===== src/rtl/freq_mon_pkg.sv =====
// Shared types and widths for the frequency window monitor.
package freq_mon_pkg;

    localparam int FREQ_W       = 32;
    localparam int AVG_LOG2_DEF = 2;
    localparam int SUM_W        = FREQ_W + AVG_LOG2_DEF;

    typedef enum logic [1:0] {
        ST_FILL = 2'd0,
        ST_OK   = 2'd1,
        ST_LOW  = 2'd2,
        ST_HIGH = 2'd3
    } mon_state_t;

endpackage


===== src/rtl/freq_avg_ring.sv =====
// Moving average over 2^AVG_LOG2 accepted samples, kept as a ring buffer plus running sum.
module freq_avg_ring
    import freq_mon_pkg::*;
#(
    parameter int AVG_LOG2 = 2
) (
    input  logic              clk,
    input  logic              rst,
    input  logic              en,
    input  logic [FREQ_W-1:0] freq_in,
    input  logic              freq_valid,
    output logic [FREQ_W-1:0] avg_freq,
    output logic              avg_valid
);

    localparam int DEPTH = 1 << AVG_LOG2;
    localparam int SW    = FREQ_W + AVG_LOG2;
    localparam logic [AVG_LOG2:0] FILL_FULL = (AVG_LOG2 + 1)'(DEPTH);

    logic [FREQ_W-1:0]   ring_q [DEPTH];
    logic [FREQ_W-1:0]   ring_d [DEPTH];
    logic [AVG_LOG2-1:0] wr_ptr_q, wr_ptr_d;
    logic [AVG_LOG2:0]   fill_q, fill_d;
    logic [SW-1:0]       sum_q, sum_d, sum_new;
    logic [FREQ_W-1:0]   avg_freq_q, avg_freq_d;
    logic                avg_valid_q, avg_valid_d;
    logic                accept;

    always_comb begin
        accept      = en && freq_valid;
        ring_d      = ring_q;
        wr_ptr_d    = wr_ptr_q;
        fill_d      = fill_q;
        sum_d       = sum_q;
        avg_freq_d  = avg_freq_q;
        avg_valid_d = 1'b0;
        // The evicted slot is always part of sum_q, so the result never underflows.
        sum_new     = sum_q + SW'(freq_in) - SW'(ring_q[wr_ptr_q]);
        if (accept) begin
            ring_d[wr_ptr_q] = freq_in;
            wr_ptr_d         = wr_ptr_q + 1'b1;
            sum_d            = sum_new;
            if (fill_q != FILL_FULL) begin
                fill_d = fill_q + 1'b1;
            end
            if (fill_d == FILL_FULL) begin
                avg_freq_d  = sum_new[SW-1:AVG_LOG2];
                avg_valid_d = 1'b1;
            end
        end
    end

    always_ff @(posedge clk) begin
        if (rst) begin
            for (int i = 0; i < DEPTH; i++) begin
                ring_q[i] <= '0;
            end
            wr_ptr_q    <= '0;
            fill_q      <= '0;
            sum_q       <= '0;
            avg_freq_q  <= '0;
            avg_valid_q <= 1'b0;
        end else begin
            ring_q      <= ring_d;
            wr_ptr_q    <= wr_ptr_d;
            fill_q      <= fill_d;
            sum_q       <= sum_d;
            avg_freq_q  <= avg_freq_d;
            avg_valid_q <= avg_valid_d;
        end
    end

    assign avg_freq  = avg_freq_q;
    assign avg_valid = avg_valid_q;

endmodule


===== src/rtl/freq_window_monitor.sv =====
// Classifies the averaged frequency against a low/high window with entry debounce,
// exit hysteresis and a sticky alarm. avg_valid is a one-cycle pulse; there is no backpressure.
module freq_window_monitor
    import freq_mon_pkg::*;
#(
    parameter int AVG_LOG2 = 2,
    parameter int HYST     = 1000,
    parameter int DEBOUNCE = 3
) (
    input  logic                ref_clk,
    input  logic                rst,
    input  logic                en,
    input  logic [FREQ_W-1:0]   freq_in,
    input  logic                freq_valid,
    input  logic [FREQ_W-1:0]   thr_lo,
    input  logic [FREQ_W-1:0]   thr_hi,
    input  logic                clr_alarm,
    output logic [FREQ_W-1:0]   avg_freq,
    output logic                avg_valid,
    output logic [1:0]          mon_state,
    output logic                too_low,
    output logic                too_high,
    output logic                alarm_sticky
);

    localparam logic [3:0]        DEB    = 4'(DEBOUNCE);
    localparam logic [FREQ_W-1:0] HYST_V = FREQ_W'(HYST);

    mon_state_t        state_q, state_d, eval_st;
    logic [3:0]        lo_cnt_q, lo_cnt_d, hi_cnt_q, hi_cnt_d;
    logic              too_low_q, too_low_d, too_high_q, too_high_d;
    logic              alarm_q, alarm_d;
    logic              entering;
    logic [FREQ_W:0]   lo_exit;
    logic [FREQ_W-1:0] hi_exit;

    freq_avg_ring #(.AVG_LOG2(AVG_LOG2)) u_ring (
        .clk        (ref_clk),
        .rst        (rst),
        .en         (en),
        .freq_in    (freq_in),
        .freq_valid (freq_valid),
        .avg_freq   (avg_freq),
        .avg_valid  (avg_valid)
    );

    always_comb begin
        state_d  = state_q;
        lo_cnt_d = lo_cnt_q;
        hi_cnt_d = hi_cnt_q;
        eval_st  = (state_q == ST_FILL) ? ST_OK : state_q;
        lo_exit  = {1'b0, thr_lo} + {1'b0, HYST_V};
        hi_exit  = (thr_hi > HYST_V) ? (thr_hi - HYST_V) : '0;
        if (avg_valid) begin
            state_d = eval_st;
            case (eval_st)
                ST_OK: begin
                    // Low check first so a misconfigured window (thr_lo > thr_hi) reads as low.
                    if (avg_freq < thr_lo) begin
                        lo_cnt_d = lo_cnt_q + 1'b1;
                        hi_cnt_d = '0;
                    end else if (avg_freq > thr_hi) begin
                        hi_cnt_d = hi_cnt_q + 1'b1;
                        lo_cnt_d = '0;
                    end else begin
                        lo_cnt_d = '0;
                        hi_cnt_d = '0;
                    end
                    if (lo_cnt_d >= DEB) begin
                        state_d  = ST_LOW;
                        lo_cnt_d = '0;
                        hi_cnt_d = '0;
                    end else if (hi_cnt_d >= DEB) begin
                        state_d  = ST_HIGH;
                        lo_cnt_d = '0;
                        hi_cnt_d = '0;
                    end
                end
                ST_LOW: begin
                    if ({1'b0, avg_freq} >= lo_exit) state_d = ST_OK;
                end
                ST_HIGH: begin
                    if (avg_freq <= hi_exit) state_d = ST_OK;
                end
                default: state_d = ST_OK;
            endcase
        end
        entering   = (state_d != state_q) && ((state_d == ST_LOW) || (state_d == ST_HIGH));
        alarm_d    = entering ? 1'b1 : (clr_alarm ? 1'b0 : alarm_q);
        too_low_d  = (state_d == ST_LOW);
        too_high_d = (state_d == ST_HIGH);
    end

    always_ff @(posedge ref_clk) begin
        if (rst) begin
            state_q    <= ST_FILL;
            lo_cnt_q   <= '0;
            hi_cnt_q   <= '0;
            too_low_q  <= 1'b0;
            too_high_q <= 1'b0;
            alarm_q    <= 1'b0;
        end else begin
            state_q    <= state_d;
            lo_cnt_q   <= lo_cnt_d;
            hi_cnt_q   <= hi_cnt_d;
            too_low_q  <= too_low_d;
            too_high_q <= too_high_d;
            alarm_q    <= alarm_d;
        end
    end

    assign mon_state    = state_q;
    assign too_low      = too_low_q;
    assign too_high     = too_high_q;
    assign alarm_sticky = alarm_q;

endmodule


===== config.mk =====
export PLATFORM = sky130hd
export DESIGN_NAME = freq_window_monitor
export DESIGN_NICKNAME = d
export VERILOG_FILES = /design/src/rtl/freq_mon_pkg.sv /design/src/rtl/freq_avg_ring.sv /design/src/rtl/freq_window_monitor.sv
export SDC_FILE = /design/constraint.sdc
export NUM_CORES = 1
export LEC_CHECK = 0
export BUFFER_PORTS_ARGS = -buffer_cell sky130_fd_sc_hd__buf_2
export CORE_UTILIZATION = 66
export CTS_CLUSTER_DIAMETER = 80
export DETAILED_ROUTE_END_ITERATION = 10
export PLACE_DENSITY_LB_ADDON = 0.25
export SKIP_CTS_REPAIR_TIMING = 1
export SLEW_MARGIN = 20
export SYNTH_ARGS = -nofsm -noshare
export SYNTH_HDL_FRONTEND = slang
export SYNTH_SLANG_ARGS = --single-unit

===== constraint.sdc =====
create_clock -name ref_clk -period 11.7 [get_ports ref_clk]
set_input_delay 1.17 -clock ref_clk [delete_from_list [all_inputs] [get_ports ref_clk]]
set_output_delay 1.17 -clock ref_clk [all_outputs]
set_load 0.01 [all_outputs]

==> impl_metrics.yaml, run 1 <==
die:
  start_util: 0.674
  dieArea_um2: 23700
  rows: 55
  core_area_um2: 22600
  die_x_um: 154
  dieHeight_um: 154
  io_pins: 139
timing:
  drv_slew: 0
  layout_min_cycle_time_ps: 5140
  final_hold_viol_count: 0
  rsz0062_at_grt: "false"
  fin_skew_ps: 34.6
  setup_tns_ps: 0
  slew_headroom: 0.332
  period_share: 0.439
  tightest_slew_ps: 1000
  setup_viol: 0
  fmax_ghz: 0.195
synthesis:
  syn_area_um2: 15300
  synth_top_family_by_area: "simple AND/OR/NAND/NOR gates"
  synth-compound-area-share: 0.162
  synthAdderAreaFrac: 0.181
  postSynth.asyncResetShare: 0
  synth.area.mux_share: 0.0506
  ys_top_cells_by_area: "dfxtp_1, ha_1, nand2_1, a21oi_1, inv_1"
  synth_seq_area_share: 0.280
  synthCells: 1957
  synth-simple-area-share: 0.211
  synth_edf_count: 0
  synth_xor_area_frac: 0.0436
  synth_nets: 2259
  synth.cells.most_frequent: "nand2_1, a21oi_1, dfxtp_1, inv_1, ha_1"
  ys_ff_latch: 213
  yosysMostFrequentCell: "nand2_1"
  synth_flop_cell: "dfxtp_1"
  yosys.area.top_type: "dfxtp_1"
  synth_top_area_frac: 0.280
  syn_avg_cell_area_um2: 7.79
  ys_types: 68
  ys_warn_count: 0
pwr:
  p_leak_nw: 7.45
  powerDensity_nw_per_um2: 134
  p_total_mw: 2.26
  peakVddDrop_mv: 0.137
drt:
  firstDrtPassIters: 6
  drtAntennaViolNets: 0
  drc: 0
  routedWlPerCell_um: 17.1
  drt-vias-per-instance: 5.96
  dr.first_iter.drc_count: 986
  via_count: 14000
  wl_mm: 40.2
clock_network:
  clkSinkCount: 213
  cts.htree.levels: 1
  cts_root_buffer: "clkbuf_16"
  clock_latency_ps: 550
  clk_path_buf_depth: 3
  cts_made_buffers: 24
  clk_pin_slew_worst_paths_ps: 60
  cts_tree: "done"
critical_path:
  startpoint: "u_ring.wr_ptr_q[1]"
  arrival_ps: 5540
  r2r_slack_ps: 6560
  start_kind: "flip-flop"
  timing.rr.end: "u_ring.sum_q[27]"
  crit_type: "flip-flop to flip-flop"
  crit_required_ps: 12100
  reg2regPathDepth: 14
  path_max_fanout: 23
  timing.rr.start: "u_ring.wr_ptr_q[1]"
  end_kind: "flip-flop"
  critPathCapture: "u_ring.sum_q[27]"
layout:
  filler_cell_count: 1785
  diodes: 0
  area_delta_synth_final_pct: 10.7
  drive_gt1_frac: 0.118
  num-nets-final: 2355
  postLayoutCellArea_um2: 16900
flow_run:
  drv_cap: 0
grt:
  grt_first_pass_wirelength_mm: 65.8
  grt_max_degree: 127
  antenna_found_initial: 1
  grtUsageTotal: 0.340
  grt_pass1_vias: 13700
  grt-ovfl-total: 0
outcome:
  status: "finished, final reports clean"
hold_path:
  holdCritPathClass: "flip-flop to flip-flop"
placed_design:
  dpl_cell_area_um2: 16100
  gp_congestion: 0.952
  port_buffers: 138
  hpwl_mm: 29.8
## where the power goes
group	switching, mW	internal, mW
sequential	0.0201	0.759
clock	0.310	0.415
combinational	0.462	0.294
total	0.792	1.47
## how the worst min path moves through the flow
stage / start / endpoint / slack (ps) / depth (start not counted)
after floorplan: u_ring.ring_q[32] / u_ring.ring_q[32] / 430 / 2
after global placement: u_ring.ring_q[64] / u_ring.ring_q[64] / 440 / 2
after detailed placement: u_ring.ring_q[36] / u_ring.ring_q[36] / 440 / 2
after CTS: u_ring.ring_q[41] / u_ring.ring_q[41] / 450 / 2
after global routing: u_ring.ring_q[37] / u_ring.ring_q[37] / 470 / 2
final: u_ring.ring_q[38] / u_ring.ring_q[38] / 450 / 2
## flip-flops by register name (all words and copies together), names as in the netlist, 2 cells and up
signal,cells
hi_cnt_q,4
lo_cnt_q,4
mon_state,2
u_ring.avg_freq,32
u_ring.fill_q,3
u_ring.ring_q,128
u_ring.sum_q,34
u_ring.wr_ptr_q,2
## critical path, cell delays in order, from the launching register on
cell,delay (ps)
dfxtp_1,810
buf_4,450
mux4_2,400
fa_1,550
inv_1,60
ha_1,310
a211oi_1,230
o21ai_0,280
o21ai_0,240
nand3_1,210
o211ai_2,390
a21oi_2,150
o32ai_1,480
mux2i_1,290
o31ai_1,110
## cells in the final DEF, fill, tap and decap left out, types with 5 or more instances in the layout
master,synthesis,routed
clkbuf_1,74,6
buf_2,1,137
nand3b_1,9,9
a211o_1,5,5
or3_1,10,10
dfxtp_1,213,212
nor3_1,34,34
o31ai_1,9,9
nand3_1,33,33
nand2b_1,18,18
o211ai_1,12,12
mux4_2,32,32
xor2_1,12,12
a21o_1,27,27
and4_1,5,5
clkbuf_16,0,24
ha_1,169,169
o21a_1,5,5
buf_4,0,15
nand4_1,29,29
fa_1,32,32
inv_1,208,208
nor2b_1,14,14
and2_1,13,13
nor3b_1,5,5
and3_1,7,7
nand2_1,436,436
a211oi_1,17,16
xnor2_1,64,64
a21oi_1,253,253
nor4_1,16,16
nor2_1,78,78
o21ai_0,41,41
## final cells by class
class	instances	area, um2	area share
Timing Repair Buffer	154	821	0.0486
Clock inverter	8	104	0.00615
Inverter	208	781	0.0462
Tap cell	285	357	0.0211
Clock buffer	32	651	0.0385
Multi-Input combinational cell	1452	9900	0.587
Sequential cell	213	4270	0.253
## per-layer routing
layer  vias to the layer above  global-route usage  routed length [um]
li1                       6859                   -                   -
met1                      6516               0.439               17200
met2                       548               0.574               18700
met3                       105              0.0448                2800
met4                         0               0.144                1470
met5                         -                   0                   0
## logic make-up after synthesis
group / count (synthesis)
and+or+nand+nor: 723
AOI/OAI and AO/OA: 415
buffers and inverters: 292
DFF: 213
adders and majority gates: 201
xor gates and xnor gates: 76
muxes: 37
## per-stage QoR
stage / hold WS (ps) / instances / utilization / setup slack (ps)
floorplan: 433 / 1957 / - / 6830
global placement: 438 / 2311 / 0.712 / 6340
detailed placement: 445 / 2311 / 0.712 / 6280
CTS: 452 / 2351 / 0.745 / 6580
global route: 469 / 2352 / 0.746 / 6150
finish: 451 / 2352 / 0.746 / 6560
Note: power is estimated with default switching activity, not from simulation.
==> run 2, diff against run 1 <==
- CORE_UTILIZATION: 66 -> 55
- clock period: 11.7 -> 4.6 ns (I/O delays scaled with it)
==> impl_metrics.yaml, run 2 (synthesis gave the netlist of run 1 again) <==
timing:
  tightest_slew_ps: 1050
  slew_headroom: 0.303
  fin_skew_ps: 17.5
  layout_min_cycle_time_ps: 4300
  period_share: 0.936
  rsz0062_at_grt: "false"
  setup_tns_ps: 0
  whs_ps: 231
  setup_viol: 0
  layout_setup_ws_ps: 296
  final_hold_viol_count: 0
  drv_slew: 0
  fmax_ghz: 0.232
critical_path:
  end_kind: "flip-flop"
  arrival_ps: 4660
  reg2regPathDepth: 15
  timing.rr.end: "u_ring.sum_q[27]"
  crit_type: "flip-flop to flip-flop"
  crit_required_ps: 4960
  r2r_slack_ps: 300
  path_max_fanout: 8
  start_kind: "flip-flop"
  timing.rr.start: "u_ring.wr_ptr_q[0]"
pwr:
  p_sw_mw: 1.94
  swShare: 0.346
  power_frac_comb: 0.349
  sequentialPowerShare: 0.352
  p_total_mw: 5.62
  p_int_mw: 3.68
  powerDensity_nw_per_um2: 330
  p_leak_nw: 7.50
  peakVddDrop_mv: 0.268
  pwr-share-clk: 0.299
grt:
  grtUsageTotal: 0.293
  grt-ovfl-total: 0
  grt_first_pass_wirelength_mm: 67.9
  grt_pass1_vias: 13700
  antenna_found_initial: 0
  grt_max_degree: 137
clock_network:
  cts.htree.levels: 1
  cts_made_buffers: 23
  cts_root_buffer: "clkbuf_16"
  cts_tree: "done"
  clock_latency_ps: 510
  clk_path_buf_depth: 3
  clk_pin_slew_worst_paths_ps: 60
  clkSinkCount: 213
die:
  die_x_um: 169
  dieArea_um2: 28400
  start_util: 0.563
  core_area_um2: 27100
  io_pins: 139
  dieHeight_um: 169
  rows: 60
placed_design:
  place_inst: 2414
  port_buffers: 138
  gp_congestion: 0.985
  hpwl_mm: 31.1
  pre_cts_ws_ps: 9.20
hold_path:
  holdPathStages: 3
  holdCritPathClass: "input port to flip-flop"
  whs_endpoint: "u_ring.ring_q[114]"
  min_from: "freq_in[18]"
drt:
  drtAntennaViolNets: 0
  wl_mm: 41.0
  routedWlPerCell_um: 16.7
  via_count: 13900
  drt-vias-per-instance: 5.66
  firstDrtPassIters: 5
  drc: 0
  dr.first_iter.drc_count: 989
layout:
  diodes: 0
  num-nets-final: 2369
  area_delta_synth_final_pct: 11.7
  final_cell_mix: "nand2_1, a21oi_1, dfxtp_1"
  drive_gt1_frac: 0.122
  layout.cells.non_filler: 2448
  largest_reg_flops: 128
  multi_input_area_um2: 9910
  seqCellArea_um2: 4270
  largestRegisters: "u_ring.ring_q: 128 flops, u_ring.sum_q: 34 flops, u_ring.avg_freq: 32 flops"
  regMostFlops: "u_ring.ring_q"
  filler_cell_count: 2439
  final_common_cell: "nand2_1"
outcome:
  status: "finished, final reports clean"
flow_run:
  drv_cap: 0
-- run 2: area by class of cell --
class / instances / area share
multi-input cells: 1452 / 0.582
flip-flops and latches: 213 / 0.250
repair buffers: 169 / 0.0560
inverters: 208 / 0.0458
clock buffers: 33 / 0.0383
well taps: 372 / 0.0273
clock inverters: 1 / 0.000294
-- run 2: power groups by stage --
| stage | combinational (mW) | sequential [mW] | clock [mW] |
|---|---|---|---|
| 6_report | 1.96 | 1.97 | 1.68 |
| 5_1_grt | 2.20 | 1.98 | 1.78 |
| 4_1_cts | 1.94 | 1.97 | 1.70 |
| 3_5_place_dp | 1.92 | 2.01 | 0 |
| 3_3_place_gp | 1.88 | 2.01 | 0 |
| 2_1_floorplan | 1.45 | 2.00 | 0 |
-- run 2: metal layers --
metal  up-vias  GRT usage  wire length (um)
li1       6881          -                 -
met1      6495      0.378             18300
met2       411      0.515             19300
met3        74     0.0281              2170
met4         0     0.0960              1220
met5         -          0                 0
-- run 2: critical path, cell delays in order, from the launching register on --
cell	delay, ps
dfxtp_2	350
buf_4	200
mux4_2	560
fa_1	560
inv_1	70
ha_1	300
a211oi_1	220
o21ai_0	200
o21ai_0	190
nand3_1	230
o211ai_2	350
a21oi_2	130
o32ai_1	340
buf_4	190
mux2i_1	190
o31ai_1	90
-- run 2: how the worst max path moves through the flow --
| stage | start | to | slack (ps) |
|---|---|---|---|
| after floorplan | u_ring.wr_ptr_q[0] | u_ring.avg_freq[30] | 40 |
| after global placement | thr_hi[12] | alarm_sticky | 90 |
| after detailed placement | thr_hi[12] | alarm_sticky | 9 |
| after global routing | u_ring.wr_ptr_q[0] | u_ring.sum_q[27] | 10 |
| final | u_ring.wr_ptr_q[0] | u_ring.sum_q[27] | 300 |
| after CTS | u_ring.wr_ptr_q[0] | u_ring.avg_freq[30] | 200 |
-- run 2: stage by stage --
step	cell area [um2]	util
3_5_place_dp	16400	0.604
6_report	17000	0.629
3_3_place_gp	16400	0.604
4_1_cts	17000	0.628
5_1_grt	17000	0.629
2_1_floorplan	15300	-
